### config.mk
export PLATFORM = sky130hd
export DESIGN_NAME = binarize_scanner_flat
export DESIGN_NICKNAME = d
export VERILOG_FILES = /design/src/rtl/binarize_scanner_if.sv /design/src/rtl/binarize_scanner.sv /design/src/flat_wrapper.sv
export SDC_FILE = /design/constraint.sdc
export NUM_CORES = 1
export LEC_CHECK = 0
export ABC_AREA = 1
export CELL_PAD_IN_SITES_DETAIL_PLACEMENT = 0
export CELL_PAD_IN_SITES_GLOBAL_PLACEMENT = 1
export CORE_MARGIN = 2
export CORE_UTILIZATION = 35
export DETAILED_ROUTE_END_ITERATION = 6
export GPL_ROUTABILITY_DRIVEN = 1
export GPL_TIMING_DRIVEN = 0
export PLACE_DENSITY_LB_ADDON = 0.12
export SLEW_MARGIN = 10
export SYNTH_ARGS = -nofsm -noshare
export SYNTH_HDL_FRONTEND = slang
export SYNTH_SLANG_ARGS = --single-unit
### constraint.sdc
create_clock -name clock -period 2.4 [get_ports clock]
set_clock_uncertainty 0.2 [all_clocks]
set_input_delay 0.72 -clock clock [delete_from_list [all_inputs] [get_ports clock]]
set_output_delay 0.72 -clock clock [all_outputs]
set_load 0.01 [all_outputs]
### src/rtl/binarize_scanner_if.sv
// Handshake bundle between the scanner, its two ROM readers and the downstream frame writer.
interface binarize_scanner_if #(
  parameter int ADDR_W = 7,
  parameter int DATA_W = 8
);
  logic              iStart;
  logic              oBusy;
  logic              oDone;
  logic [ADDR_W-1:0] oRomCol;
  logic [ADDR_W-1:0] oRomRow;
  logic [DATA_W-1:0] iPixel;
  logic [DATA_W-1:0] iThresh;
  logic              oValid;
  logic              iReady;
  logic              oBin;
  logic [ADDR_W-1:0] oCol;
  logic [ADDR_W-1:0] oRow;
  logic              oLast;

  modport slave (
    input  iStart, iPixel, iThresh, iReady,
    output oBusy, oDone, oRomCol, oRomRow, oValid, oBin, oCol, oRow, oLast
  );

  modport master (
    output iStart, iPixel, iThresh, iReady,
    input  oBusy, oDone, oRomCol, oRomRow, oValid, oBin, oCol, oRow, oLast
  );
endinterface

### src/rtl/binarize_scanner.sv
// Raster-scans a 2^ADDR_W square image, thresholds each pixel against its ROM threshold and
// streams 1-bit results with coordinates; 2-cycle start latency, full stall on !iReady.
module binarize_scanner #(
  parameter int ADDR_W = 7,
  parameter int DATA_W = 8,
  parameter bit INVERT = 1'b0
) (
  input  logic               clock,
  input  logic               reset,
  binarize_scanner_if.slave  bus
);

  typedef enum logic [1:0] {IDLE, SCAN, FLUSH} state_t;

  state_t            state_q, state_d;
  logic [ADDR_W-1:0] cnt_col_q, cnt_col_d, cnt_row_q, cnt_row_d;
  logic [ADDR_W-1:0] s1_col_q, s1_col_d, s1_row_q, s1_row_d;
  logic              s1_vld_q, s1_vld_d;
  logic              out_vld_q, out_vld_d, out_bin_q, out_bin_d, out_last_q, out_last_d;
  logic [ADDR_W-1:0] out_col_q, out_col_d, out_row_q, out_row_d;
  logic              done_q, done_d;

  logic en, issue, cnt_max, s1_max, gt, bin;

  assign en      = !out_vld_q || bus.iReady;
  assign issue   = (state_q == SCAN);
  assign cnt_max = (&cnt_col_q) && (&cnt_row_q);
  assign s1_max  = (&s1_col_q) && (&s1_row_q);
  assign gt      = (bus.iPixel > bus.iThresh);
  assign bin     = INVERT ? !gt : gt;

  // While stalled the ROMs re-read the stage-1 address so their data stays aligned with its tag.
  assign bus.oRomCol = en ? cnt_col_q : s1_col_q;
  assign bus.oRomRow = en ? cnt_row_q : s1_row_q;

  assign bus.oBusy  = (state_q != IDLE);
  assign bus.oDone  = done_q;
  assign bus.oValid = out_vld_q;
  assign bus.oBin   = out_bin_q;
  assign bus.oCol   = out_col_q;
  assign bus.oRow   = out_row_q;
  assign bus.oLast  = out_last_q;

  always_comb begin
    state_d    = state_q;
    cnt_col_d  = cnt_col_q;
    cnt_row_d  = cnt_row_q;
    s1_col_d   = s1_col_q;
    s1_row_d   = s1_row_q;
    s1_vld_d   = s1_vld_q;
    out_vld_d  = out_vld_q;
    out_bin_d  = out_bin_q;
    out_col_d  = out_col_q;
    out_row_d  = out_row_q;
    out_last_d = out_last_q;
    done_d     = 1'b0;

    if (en) begin
      out_bin_d  = bin;
      out_col_d  = s1_col_q;
      out_row_d  = s1_row_q;
      out_vld_d  = s1_vld_q;
      out_last_d = s1_vld_q && s1_max;
      s1_col_d   = cnt_col_q;
      s1_row_d   = cnt_row_q;
      s1_vld_d   = issue;
    end

    unique case (state_q)
      IDLE: begin
        if (bus.iStart) begin
          state_d   = SCAN;
          cnt_col_d = '0;
          cnt_row_d = '0;
        end
      end
      SCAN: begin
        if (en) begin
          cnt_col_d = cnt_col_q + 1'b1;
          if (&cnt_col_q) cnt_row_d = cnt_row_q + 1'b1;
          if (cnt_max) state_d = FLUSH;
        end
      end
      FLUSH: begin
        if (out_vld_q && bus.iReady && out_last_q) begin
          state_d = IDLE;
          done_d  = 1'b1;
        end
      end
      default: state_d = IDLE;
    endcase
  end

  always_ff @(posedge clock) begin
    if (reset) begin
      state_q    <= IDLE;
      cnt_col_q  <= '0;
      cnt_row_q  <= '0;
      s1_col_q   <= '0;
      s1_row_q   <= '0;
      s1_vld_q   <= 1'b0;
      out_vld_q  <= 1'b0;
      out_bin_q  <= 1'b0;
      out_col_q  <= '0;
      out_row_q  <= '0;
      out_last_q <= 1'b0;
      done_q     <= 1'b0;
    end else begin
      state_q    <= state_d;
      cnt_col_q  <= cnt_col_d;
      cnt_row_q  <= cnt_row_d;
      s1_col_q   <= s1_col_d;
      s1_row_q   <= s1_row_d;
      s1_vld_q   <= s1_vld_d;
      out_vld_q  <= out_vld_d;
      out_bin_q  <= out_bin_d;
      out_col_q  <= out_col_d;
      out_row_q  <= out_row_d;
      out_last_q <= out_last_d;
      done_q     <= done_d;
    end
  end

endmodule

### src/flat_wrapper.sv
// flat-port wrapper written by rule: the top's interface ports become plain ports
module binarize_scanner_flat 
#(
  parameter int ADDR_W = 7,
  parameter int DATA_W = 8,
  parameter bit INVERT = 1'b0
)
  (clock, reset, bus_iStart, bus_iPixel, bus_iThresh, bus_iReady, bus_oBusy, bus_oDone, bus_oRomCol, bus_oRomRow, bus_oValid, bus_oBin, bus_oCol, bus_oRow, bus_oLast);
  binarize_scanner_if #(.ADDR_W(ADDR_W), .DATA_W(DATA_W)) bus_i ();
  input  logic clock;
  input  logic reset;
  input wire logic [$bits(bus_i.iStart)-1:0] bus_iStart;
  input wire logic [$bits(bus_i.iPixel)-1:0] bus_iPixel;
  input wire logic [$bits(bus_i.iThresh)-1:0] bus_iThresh;
  input wire logic [$bits(bus_i.iReady)-1:0] bus_iReady;
  output wire logic [$bits(bus_i.oBusy)-1:0] bus_oBusy;
  output wire logic [$bits(bus_i.oDone)-1:0] bus_oDone;
  output wire logic [$bits(bus_i.oRomCol)-1:0] bus_oRomCol;
  output wire logic [$bits(bus_i.oRomRow)-1:0] bus_oRomRow;
  output wire logic [$bits(bus_i.oValid)-1:0] bus_oValid;
  output wire logic [$bits(bus_i.oBin)-1:0] bus_oBin;
  output wire logic [$bits(bus_i.oCol)-1:0] bus_oCol;
  output wire logic [$bits(bus_i.oRow)-1:0] bus_oRow;
  output wire logic [$bits(bus_i.oLast)-1:0] bus_oLast;
  assign bus_i.iStart = bus_iStart;
  assign bus_i.iPixel = bus_iPixel;
  assign bus_i.iThresh = bus_iThresh;
  assign bus_i.iReady = bus_iReady;
  assign bus_oBusy = bus_i.oBusy;
  assign bus_oDone = bus_i.oDone;
  assign bus_oRomCol = bus_i.oRomCol;
  assign bus_oRomRow = bus_i.oRomRow;
  assign bus_oValid = bus_i.oValid;
  assign bus_oBin = bus_i.oBin;
  assign bus_oCol = bus_i.oCol;
  assign bus_oRow = bus_i.oRow;
  assign bus_oLast = bus_i.oLast;
  binarize_scanner #(.ADDR_W(ADDR_W), .DATA_W(DATA_W), .INVERT(INVERT)) u_core (.clock(clock), .reset(reset), .bus(bus_i));
endmodule
# After elaboration in Yosys (flattened, before gate mapping)
# Index checks and enable logic that the tools add are counted.
word_totals:
  regBits: 49
  latch_bits: 0
  mem_bits_rw: 0
  mem_bits_ro: 0
  output_inout_bits: 33
  word_cells: 55
  mem_count: 0
op_classes:
  n_addsub: 2
  mul: 0
  n_div: 0
  n_lt_le_gt_ge: 1
  eq_ne: 7
  shifts: 0
  mux: 14
  bitwise: 1
  reduce_logical: 18
op_table:
  columns: ["cell", "n"]
  rows:
  - ["two-way mux 7 bit", 6]
  - ["one-hot mux 7 bit (2 select lines)", 2]
  - ["AND reduction 7 bit", 4]
  - ["adder 7 x 1 -> 7 bit, second input constant", 2]
  - ["greater-than comparator 8 bit", 1]
  - ["two-way mux 2 bit", 4]
  - ["AND reduction 4 bit", 2]
  - ["inequality test 2 bit, second input constant", 3]
  - ["one-hot mux 2 bit (3 select lines)", 1]
  - ["logical AND 1 bit", 5]
  - ["inequality test 2 x 1 -> 1 bit, second input constant", 2]
  - ["nonzero test 2 bit", 2]
  - ["AND reduction 3 bit", 1]
  - ["== test 2 x 1 -> 1 bit, second input constant", 1]
  - ["== test 2 bit, second input constant", 1]
  - ["logical NOT 2 bit", 1]
  - ["OR reduction 2 bit", 1]
  - ["logical NOT 1 bit", 1]
  - ["logical OR 1 bit", 1]
  - ["two-way mux 1 bit", 1]
  - ["NOT 1 bit", 1]

# Longest topological paths before layout
# Gate-level depths: netlist of run 1.
logic_depth:
  depth_word: 5
  ltp_mapped: 11

# Least setup slack after synthesis of run 1
# No wires, ideal clock.
synth_path:
  kind: "input -> output"
  startpoint: "input port bus_iReady"
  endpoint: "output port bus_oRomRow[0]"
  t_arrival_ns: 1.473
  required_time_ns: 1.480
  path_slack_ns: 0.007
  path_stages: 6
  path_buffers: 1
  cell_sequence: "inv_1 nand2_1 clkbuf_1 nand2_1 o21ai_0 inv_1"
synth_via:
  elab_chain_len: 2
synth_lines:
  columns: ["item", "line_no", "text"]
  rows:
  - ["start, declared", "flat_wrapper.sv:15", "input wire logic [$bits(bus_i.iReady)-1:0] bus_iReady;"]
  - ["logical OR 1 bit", "binarize_scanner.sv:25", "assign en = !out_vld_q || bus.iReady;"]
  - ["two-way mux 7 bit", "binarize_scanner.sv:34", "assign bus.oRomRow = en ? cnt_row_q : s1_row_q;"]
  - ["end, declared", "flat_wrapper.sv:19", "output wire logic [$bits(bus_i.oRomRow)-1:0] bus_oRomRow;"]
# Every way passes these cells.

# Worst setup path after layout of run 1
layout_path:
  startpoint: "input port bus_iReady"
  endpoint: "output port bus_oRomCol[4]"
layout_via:
  elab_chain_len: 2
layout_lines:
  columns: ["item", "line_no", "text"]
  rows:
  - ["logical OR 1 bit", "binarize_scanner.sv:25", null]
  - ["two-way mux 7 bit", "binarize_scanner.sv:33", "assign bus.oRomCol = en ? cnt_col_q : s1_col_q;"]
  - ["end, declared", "flat_wrapper.sv:18", "output wire logic [$bits(bus_i.oRomCol)-1:0] bus_oRomCol;"]
# Every way passes these cells.

==> results of run 1 <==
## synthesized netlist by cell type
| cell | count |
|---|---|
| nand2_4 | 2 |
| o22ai_1 | 1 |
| nor4_1 | 1 |
| o21ai_1 | 1 |
| nand3_2 | 1 |
| dfxtp_1 | 49 |
| a21oi_1 | 21 |
| inv_1 | 50 |
| a21o_1 | 1 |
| nand2_2 | 2 |
| nor2_1 | 60 |
| o21ai_4 | 1 |
| ha_1 | 10 |
| nand2_1 | 58 |
| buf_2 | 3 |
| nor2_8 | 1 |
| nor3_1 | 3 |
| xnor2_1 | 1 |
| or2_2 | 1 |
| xor2_1 | 2 |
| inv_2 | 2 |
| nand4_1 | 4 |
| clkbuf_1 | 7 |
| o21ai_0 | 33 |
| nand3_1 | 10 |
## flip-flops by register name, summed over array words and instances (netlist names)
signal             count
u_core.s1_row_q        7
u_core.bus.oDone       1
u_core.cnt_row_q       7
u_core.cnt_col_q       7
u_core.bus.oLast       1
u_core.bus.oBin        1
u_core.s1_col_q        7
u_core.state_q         2
u_core.bus.oRow        7
u_core.s1_vld_q        1
u_core.bus.oValid      1
u_core.bus.oCol        7
## final timing paths
kind,from,endpoint,depth (start not counted)
setup / recovery,bus_iReady,bus_oRomCol[4],7
hold reg to reg,u_core.bus.oBin,u_core.bus.oBin,2
hold / removal,u_core.bus.oBin,u_core.bus.oBin,2
setup reg to reg,u_core.cnt_col_q[0],u_core.cnt_row_q[5],8
## logic make-up (layout without fill, tap and decap cells)
logic type	after synthesis	count (layout)
and+or+nand+nor	143	144
buffers and inverters	62	124
AOI/OAI and AO/OA	58	58
DFF	49	49
adders and majority gates	10	10
xor gates and xnor gates	3	3
## power breakdown
part / internal, W / switching (W)
clock: 0.000309 / 0.000288
sequential: 0.000848 / 0.0000354
combinational: 0.000163 / 0.000204
## through the flow
stage,hold slack (ps),util,area (um^2),instances,TNS (ps)
6_report,270,0.513,3240,465,0
5_1_grt,287,0.513,3240,465,-34.3
4_1_cts,274,0.510,3220,466,0
3_5_place_dp,260,0.458,2890,453,-18760
3_3_place_gp,253,0.458,2890,453,-19660
2_1_floorplan,247,-,2280,325,0
## layer usage
layer | track usage | wire [um] | vias to the layer above
met3 | 0.0442 | 242 | 4
met5 | 0 | 0 | -
met2 | 0.266 | 2670 | 40
li1 | - | - | 1139
met1 | 0.243 | 2900 | 978
met4 | 0.0303 | 36 | 0
## critical path, cell delays in order
cell and delay (ps):
buf_8 110, inv_8 60, nand2_8 70, clkbuf_16 180
o21ai_4 130, inv_1 50, buf_2 130
## repair_timing
action | 4_1_cts | 5_1_grt
setup endpoints to repair | 15 | 11
cloned | 4 | 0
pin swaps | 1 | 1
setup buffers | 2 | 0
gates resized for setup | 133 | 7
## layout make-up
type | count | area [um^2]
Inverter | 52 | 203
Sequential cell | 49 | 987
Buffer | 10 | 93.8
Clock inverter | 2 | 38.8
Timing Repair Buffer | 55 | 494
Multi-Input combinational cell | 215 | 1260
Clock buffer | 5 | 68.8
Tap cell | 77 | 96.3
Fill cell | 651 | 3070
## cells in the final DEF (no fill, tap or decap), drive strengths merged
cell type      count
ha                10
o22ai              1
nor3               3
bufinv             1
a21oi             21
xnor2              1
nor4               1
clkdlybuf4s50     36
xor2               2
clkbuf            14
buf               20
nand4              4
nand3             11
dfxtp             49
nand2             63
o21ai             35
or2                1
nor2              61
a21o               1
inv               53
==> flow_summary_export.csv, run 1 <==
group,metric,value,unit
status,status,"complete, no violations",
global_route,grt_pass1_vias,2015,
sta,min_period_over_period,0.986,
placed_design,gp_congestion,0.795,
critical_path,critPathCaptureType,"primary output",
placed_design,dp_hpwl,4310,um
global_route,grt_first_pass_wirelength,9800,um
logic_synthesis,yosys.area.top_type,"dfxtp_1",
clocking,cts_hold_buf,0,
route,via_count,2161,
route,viasPerCell,4.65,
logic_synthesis,synthSimpleGateAreaFrac,0.267,
logic_synthesis,syn_inst,325,
floorplanning,die_w,84.8,um
floorplanning,pin_count,53,
clocking,cts_buffer_depth,2,
sta,rsz0062_at_grt,"yes",
power_and_ir_drop,p_leak,1.49,nW
flow_run,drv_cap,0,
route,routedWlPerCell,12.6,um
logic_synthesis,synth_top_area_share,0.429,
route,wirelength,5850,um
clocking,cts-root-buf,"clkbuf_8",
clocking,numCtsBuffers,5,
route,drcViolationCount,0,
logic_synthesis,syn_area,2280,um^2
logic_synthesis,yosysSeqAreaShare,0.429,
hold_path,hp-class,"reg2reg",
critical_path,worstPathArrival,1450,ps
clocking,cts_tree,"done",
floorplanning,dieArea,7190,um^2
floorplanning,num_rows,29,
sta,worst_pin_slew,462,ps
critical_path,worst-path-max-fanout,6,
critical_path,reg2reg_slack,650,ps
sta,setup-violations-final,0,
critical_path,path_class,"in2out",
logic_synthesis,synth.avg_cell_area,7.03,um^2
clocking,htreeDepth,2,
logic_synthesis,synthDistinctLibCells,25,
logic_synthesis,synth_fa_ha_area_frac,0.0548,
route,drtIter0Drc,122,
floorplanning,die_height,84.8,um
logic_synthesis,yosysWarnings,0,
sta,finalHoldViolations,0,
layout,antenna_cells,0,
layout,fin_nets,418,
layout,area_growth,41.9,%
sta,maxSlewViolCount,0,
clocking,cts_sinks,49,
logic_synthesis,synth_area_leaders,"dfxtp_1 43%, nor2_1 9.9%, nand2_1 9.5%",
sta,period_minus_slack,2370,ps
logic_synthesis,yosys_register_bits,49,
logic_synthesis,synth-compound-area-share,0.134,
sta,setup_slack,33.2,ps
floorplanning,start_util,0.362,
logic_synthesis,synth_xor_area_frac,0.0115,
logic_synthesis,synth_top_family_by_area,"simple AND/OR/NAND/NOR gates",
global_route,antenna_found_initial,0,
sta,fmax,423,MHz
route,antenna_left,0,
placed_design,port_buffers,51,
clocking,clkTransAtPathRegs,90,ps
clocking,worstSkewPairLatency,310,ps
logic_synthesis,synth_mux_area_frac,0,
power_and_ir_drop,p_total,0.00185,W
route,dr.pass1.iters,4,
global_route,overflow,0,
floorplanning,core_area,6310,um^2
global_route,grt_start_max_net_pins,16,
critical_path,worstSetupStartpointType,"input pin",
power_and_ir_drop,power_density,570,nW/um^2
sta,slew_headroom,0.692,
power_and_ir_drop,ir_drop,0.260,mV
critical_path,required,1480,ps
placed_design,pre_cts_ws,-1220,ps
logic_synthesis,syn_nets,355,
global_route,groute.usage.overall,0.171,
layout,drive_gt1_frac,0.191,
Power figures use the tool's default switching activity.
==> run 2, diff against run 1 <==
--- a/config.mk
+++ b/config.mk
@@ -7,11 +7,11 @@
 export LEC_CHECK = 0
 export ABC_AREA = 1
 export CELL_PAD_IN_SITES_DETAIL_PLACEMENT = 0
-export CELL_PAD_IN_SITES_GLOBAL_PLACEMENT = 1
+export CELL_PAD_IN_SITES_GLOBAL_PLACEMENT = 2
 export CORE_MARGIN = 2
-export CORE_UTILIZATION = 35
+export CORE_UTILIZATION = 27
 export DETAILED_ROUTE_END_ITERATION = 6
-export GPL_ROUTABILITY_DRIVEN = 1
+export GPL_ROUTABILITY_DRIVEN = 0
 export GPL_TIMING_DRIVEN = 0
 export PLACE_DENSITY_LB_ADDON = 0.12
 export SLEW_MARGIN = 10
==> flow_summary_export.csv, run 2 (same netlist as run 1, synthesis figures left out) <==
group,metric,value,unit
global_route,grt_pass1_vias,2152,
sta,slew_headroom,0.559,
critical_path,path_class,"in2out",
clocking,cts_buffer_depth,2,
clocking,worstSkewPairLatency,320,ps
placed_design,pre_cts_ws,-1340,ps
critical_path,worst-path-max-fanout,7,
route,routedWlPerCell,13.5,um
sta,fmax,419,MHz
layout,register_area,985,um^2
critical_path,worstSetupStartpointType,"input pin",
floorplanning,num_rows,33,
critical_path,startpoint,"bus_iReady",
layout,antenna_cells,0,
floorplanning,start_util,0.278,
placed_design,dp_hpwl,4850,um
power_and_ir_drop,power_density,565,nW/um^2
critical_path,rr_endpoint,"u_core.cnt_row_q[6]",
critical_path,path_cells,"buf_8 > inv_8 > nand2_8 > clkbuf_16 > o21ai_4 > inv_1 > buf_2",
critical_path,worstPathArrival,1470,ps
power_and_ir_drop,p_leak,1.54,nW
layout,final_cell_mix,"60 x nor2_1, 48 x inv_1, 46 x dfxtp_1",
critical_path,cp_slowest_cell,"clkbuf_16",
clocking,cts_sinks,49,
critical_path,required,1480,ps
floorplanning,core_area,8220,um^2
route,via_count,2213,
critical_path,crit_path_end,"bus_oRomCol[5]",
global_route,grt_first_pass_wirelength,10700,um
layout,drive_gt1_frac,0.216,
layout,area_growth,47.7,%
floorplanning,dieArea,9210,um^2
route,antenna_left,0,
floorplanning,die_w,96.0,um
route,drcViolationCount,0,
flow_run,drv_cap,0,
clocking,clkTransAtPathRegs,100,ps
sta,finalHoldViolations,0,
sta,fin_setup_tns,0,ps
global_route,groute.usage.overall,0.154,
sta,rsz0062_at_grt,"yes",
sta,setup-violations-final,0,
layout,num-fill-cells,873,
clocking,numCtsBuffers,5,
clocking,cts_tree,"done",
global_route,grt_start_max_net_pins,18,
critical_path,crit_buf_inv,5,
critical_path,critPathCaptureType,"primary output",
layout,final_common_cell,"nor2_1",
sta,period_minus_slack,2390,ps
floorplanning,die_height,96.0,um
critical_path,r2r-start,"u_core.cnt_col_q[0]",
layout,multi_input_area,1260,um^2
sta,setup_slack,11.4,ps
route,dr.pass1.iters,4,
global_route,overflow,0,
critical_path,ff2ff_path_depth,8,
critical_path,reg2reg_slack,570,ps
layout,fin_nets,428,
placed_design,port_buffers,51,
global_route,antenna_found_initial,0,
route,drtIter0Drc,71,
clocking,cts-root-buf,"clkbuf_8",
route,wirelength,6790,um
floorplanning,pin_count,53,
hold_path,hp-class,"reg2reg",
clocking,htreeDepth,2,
critical_path,cpPeakStageDelay,180,ps
critical_path,cp_num_cells,7,
critical_path,critical_path.top_delay_family,"buffers and inverters",
status,status,"complete, no violations",
sta,maxSlewViolCount,0,
sta,worst_pin_slew,661,ps
route,viasPerCell,4.39,
sta,min_period_over_period,0.995,
power_and_ir_drop,ir_drop,0.253,mV
==> run 2: cell types whose count changed in the layout (fill, tap and decap cells not counted), sizes merged <==
cell,delta
inv,+1
clkbuf,+1
buf,+9
==> run 2: worst min path at each step <==
stage	start	end	slack [ps]	cells past startpoint
finish	u_core.bus.oCol[6]	u_core.bus.oCol[6]	270	2
global route	u_core.bus.oBin	u_core.bus.oBin	310	2
CTS	u_core.bus.oCol[6]	u_core.bus.oCol[6]	270	2
detailed placement	u_core.bus.oCol[6]	u_core.bus.oCol[6]	260	2
global placement	u_core.bus.oBin	u_core.bus.oBin	260	2
floorplan	u_core.cnt_col_q[0]	u_core.cnt_col_q[0]	250	1
==> run 2: repair_timing <==
item                       CTS  global route
gates cloned                 4             0
hold buffers                 0             0
resized for setup          136             4
buffers inserted             8             3
setup endpoints to repair   15            14
pin swaps                    3             3
==> run 2: routing by layer <==
layer / track usage / up-vias / wire [um]
li1: - / 1165 / -
met1: 0.210 / 1000 / 3330
met2: 0.253 / 44 / 3160
met3: 0.0219 / 4 / 250
met4: 0.0429 / 0 / 56
met5: 0 / - / 0
==> run 2: final cells by class <==
cell class              instances  area share
clock buffers                   5      0.0204
well taps                     105      0.0389
flip-flops and latches         49       0.292
plain buffers                  10      0.0278
multi-input cells             215       0.375
clock inverters                 3      0.0141
repair buffers                 65       0.172
inverters                      52      0.0601
==> run 2: where the power goes <==
part	leakage, nW	internal (W)	total [W]	switching, W
Combinational	1.08	0.000172	0.000390	0.000218
Sequential	0.398	0.000848	0.000883	0.0000353
Clock	0.0591	0.000319	0.000632	0.000314
==> run 2: metrics by stage <==
| stage | area (um^2) | utilization | total power, W | hold slack [ps] | instances |
|---|---|---|---|---|---|
| floorplan | 2280 | - | 0.00108 | 247 | 325 |
| global placement | 2930 | 0.356 | 0.00124 | 255 | 481 |
| detailed placement | 2930 | 0.356 | 0.00124 | 258 | 481 |
| CTS | 3330 | 0.406 | 0.00192 | 273 | 501 |
| global route | 3370 | 0.411 | 0.00200 | 310 | 504 |
| finish | 3370 | 0.411 | 0.00191 | 270 | 504 |
==> run 2: worst reg2reg max path: cells and delay by family, from the launching register on <==
kind,cells,cell delay (ps)
compound gates,2,240
simple gates,5,690
fa+ha+maj,1,220
flops,1,390
==> run 3, diff against run 2 <==
--- a/config.mk
+++ b/config.mk
@@ -9,7 +9,8 @@
 export CELL_PAD_IN_SITES_DETAIL_PLACEMENT = 0
 export CELL_PAD_IN_SITES_GLOBAL_PLACEMENT = 2
 export CORE_MARGIN = 2
-export CORE_UTILIZATION = 27
+export CORE_UTILIZATION = 28
+export CTS_BUF_LIST = sky130_fd_sc_hd__clkbuf_4 sky130_fd_sc_hd__clkbuf_8
 export DETAILED_ROUTE_END_ITERATION = 6
 export GPL_ROUTABILITY_DRIVEN = 0
 export GPL_TIMING_DRIVEN = 0
==> constraint.sdc (replaced) <==
create_clock -name clock -period 2.4 [get_ports clock]
set_clock_uncertainty 0.2 [all_clocks]
set_input_delay 0.36 -clock clock [delete_from_list [all_inputs] [get_ports clock]]
set_output_delay 0.36 -clock clock [all_outputs]
set_load 0.01 [all_outputs]
==> flow_summary_export.csv, run 3 (same netlist as run 1, synthesis figures left out) <==
group,metric,value,unit
clocking,cts-root-buf,"clkbuf_8",
critical_path,rr_endpoint,"u_core.cnt_row_q[5]",
layout,final_area,3060,um^2
sta,min_period_over_period,0.950,
status,status,"complete, no violations",
critical_path,reg2reg_slack,620,ps
floorplanning,start_util,0.293,
floorplanning,dieArea,8900,um^2
route,via_count,2147,
layout,final_common_cell,"nor2_1",
clocking,cts_sinks,49,
clocking,htreeDepth,2,
layout,fin_nets,416,
critical_path,worst-path-max-fanout,10,
sta,setup-violations-final,0,
floorplanning,core_area,7810,um^2
global_route,grt_start_max_net_pins,17,
sta,worst_pin_slew,653,ps
critical_path,worstSetupStartpointType,"input pin",
power_and_ir_drop,p_leak,1.49,nW
critical_path,required,1840,ps
sta,slew_headroom,0.564,
route,drcViolationCount,0,
clocking,clkTransAtPathRegs,90,ps
floorplanning,pin_count,53,
route,routedWlPerCell,12.8,um
critical_path,ff2ff_path_depth,8,
hold_path,whs_path_depth,2,
layout,final_cell_mix,"60 x nor2_1, 57 x nand2_1, 50 x inv_1",
floorplanning,num_rows,32,
placed_design,port_buffers,51,
sta,whs,180,ps
layout,drive_gt1_frac,0.0801,
flow_run,drv_cap,0,
critical_path,critPathCaptureType,"primary output",
route,drtIter0Drc,103,
critical_path,r2r-start,"u_core.cnt_col_q[0]",
global_route,groute.usage.overall,0.145,
global_route,overflow,0,
critical_path,worstPathArrival,1720,ps
critical_path,cpPeakStageDelay,420,ps
clocking,cts_buffer_depth,2,
hold_path,hp-class,"in2reg",
route,viasPerCell,4.39,
layout,antenna_cells,0,
hold_path,holdCritStartpoint,"reset",
floorplanning,die_height,94.3,um
placed_design,place_area,2920,um^2
power_and_ir_drop,power_density,560,nW/um^2
route,wirelength,6280,um
clocking,numCtsBuffers,5,
layout,area_growth,34.1,%
hold_path,holdPathEnd,"u_core.cnt_row_q[4]",
global_route,antenna_found_initial,0,
placed_design,dp_hpwl,4750,um
power_and_ir_drop,ir_drop,0.244,mV
route,dr.pass1.iters,4,
power_and_ir_drop,p_total,0.00172,W
clocking,cts_tree,"done",
floorplanning,die_w,94.3,um
sta,maxSlewViolCount,0,
critical_path,cp_slowest_cell,"clkdlybuf4s50_1",
critical_path,path_cells,"clkdlybuf4s50_1 > inv_1 > nand2_4 > clkbuf_8 > o21ai_0 > inv_1 > dlygate4sd2_1",
route,antenna_left,0,
critical_path,path_class,"in2out",
clocking,worstSkewPairLatency,300,ps
critical_path,crit_path_frequent_cell,"inv_1",
global_route,grt_first_pass_wirelength,9940,um
sta,finalHoldViolations,0,
sta,fmax,439,MHz
sta,period_minus_slack,2280,ps
global_route,grt_pass1_vias,2015,
sta,rsz0062_at_grt,"no",
## run 3: report_power, final
group / total (W) / internal [W] / switching, W
Clock: 0.000502 / 0.000208 / 0.000294
Combinational: 0.000336 / 0.000144 / 0.000192
Sequential: 0.000877 / 0.000847 / 0.0000301
Total: 0.00172 / 0.00120 / 0.000517
## run 3: final cells by class
type | count | area [um^2]
Multi-Input combinational cell | 214 | 1080
Buffer | 10 | 71.3
Timing Repair Buffer | 54 | 515
Inverter | 52 | 195
Sequential cell | 49 | 981
Tap cell | 102 | 128
Fill cell | 872 | 4740
Clock buffer | 5 | 68.8
Clock inverter | 3 | 22.5
## run 3: through the flow
stage	std cells	setup TNS, ps	utilization	setup WS [ps]
floorplan	325	0	-	727
global placement	478	-8190	0.374	-633
detailed placement	478	-7640	0.374	-589
CTS	489	-39.0	0.393	-39.0
global route	489	0	0.392	25.0
finish	489	0	0.392	120
## run 3: how the worst max path moves through the flow
stage | from | end | slack [ps] | cells after the start
after floorplan | bus_iReady | bus_oRomRow[0] | 730 | 6
after global placement | bus_iReady | bus_oRomCol[6] | -630 | 7
after detailed placement | bus_iReady | bus_oRomRow[1] | -590 | 7
after CTS | bus_iReady | bus_oRomCol[4] | -40 | 7
after global routing | bus_iReady | bus_oRomRow[3] | 20 | 8
final | bus_iReady | bus_oRomCol[1] | 120 | 7
## run 3: worst max-delay path, delay by kind of cell
| kind | cells | cell delay (ps) |
|---|---|---|
| and+or+nand+nor | 1 | 90 |
| buffers and inverters | 5 | 1050 |
| AOI/OAI and AO/OA | 1 | 230 |
## run 3: layer usage
| layer | wire, um | vias to the layer above | global-route usage |
|---|---|---|---|
| li1 | - | 1144 | - |
| met1 | 3110 | 956 | 0.195 |
| met2 | 2840 | 43 | 0.232 |
| met3 | 254 | 4 | 0.0295 |
| met4 | 70 | 0 | 0.0519 |
| met5 | 0 | - | 0 |
## run 3: what timing repair did
item,CTS,global route
gates resized for setup,37,3
hold buffers,0,0
setup endpoints to repair,14,3
setup buffers,3,0
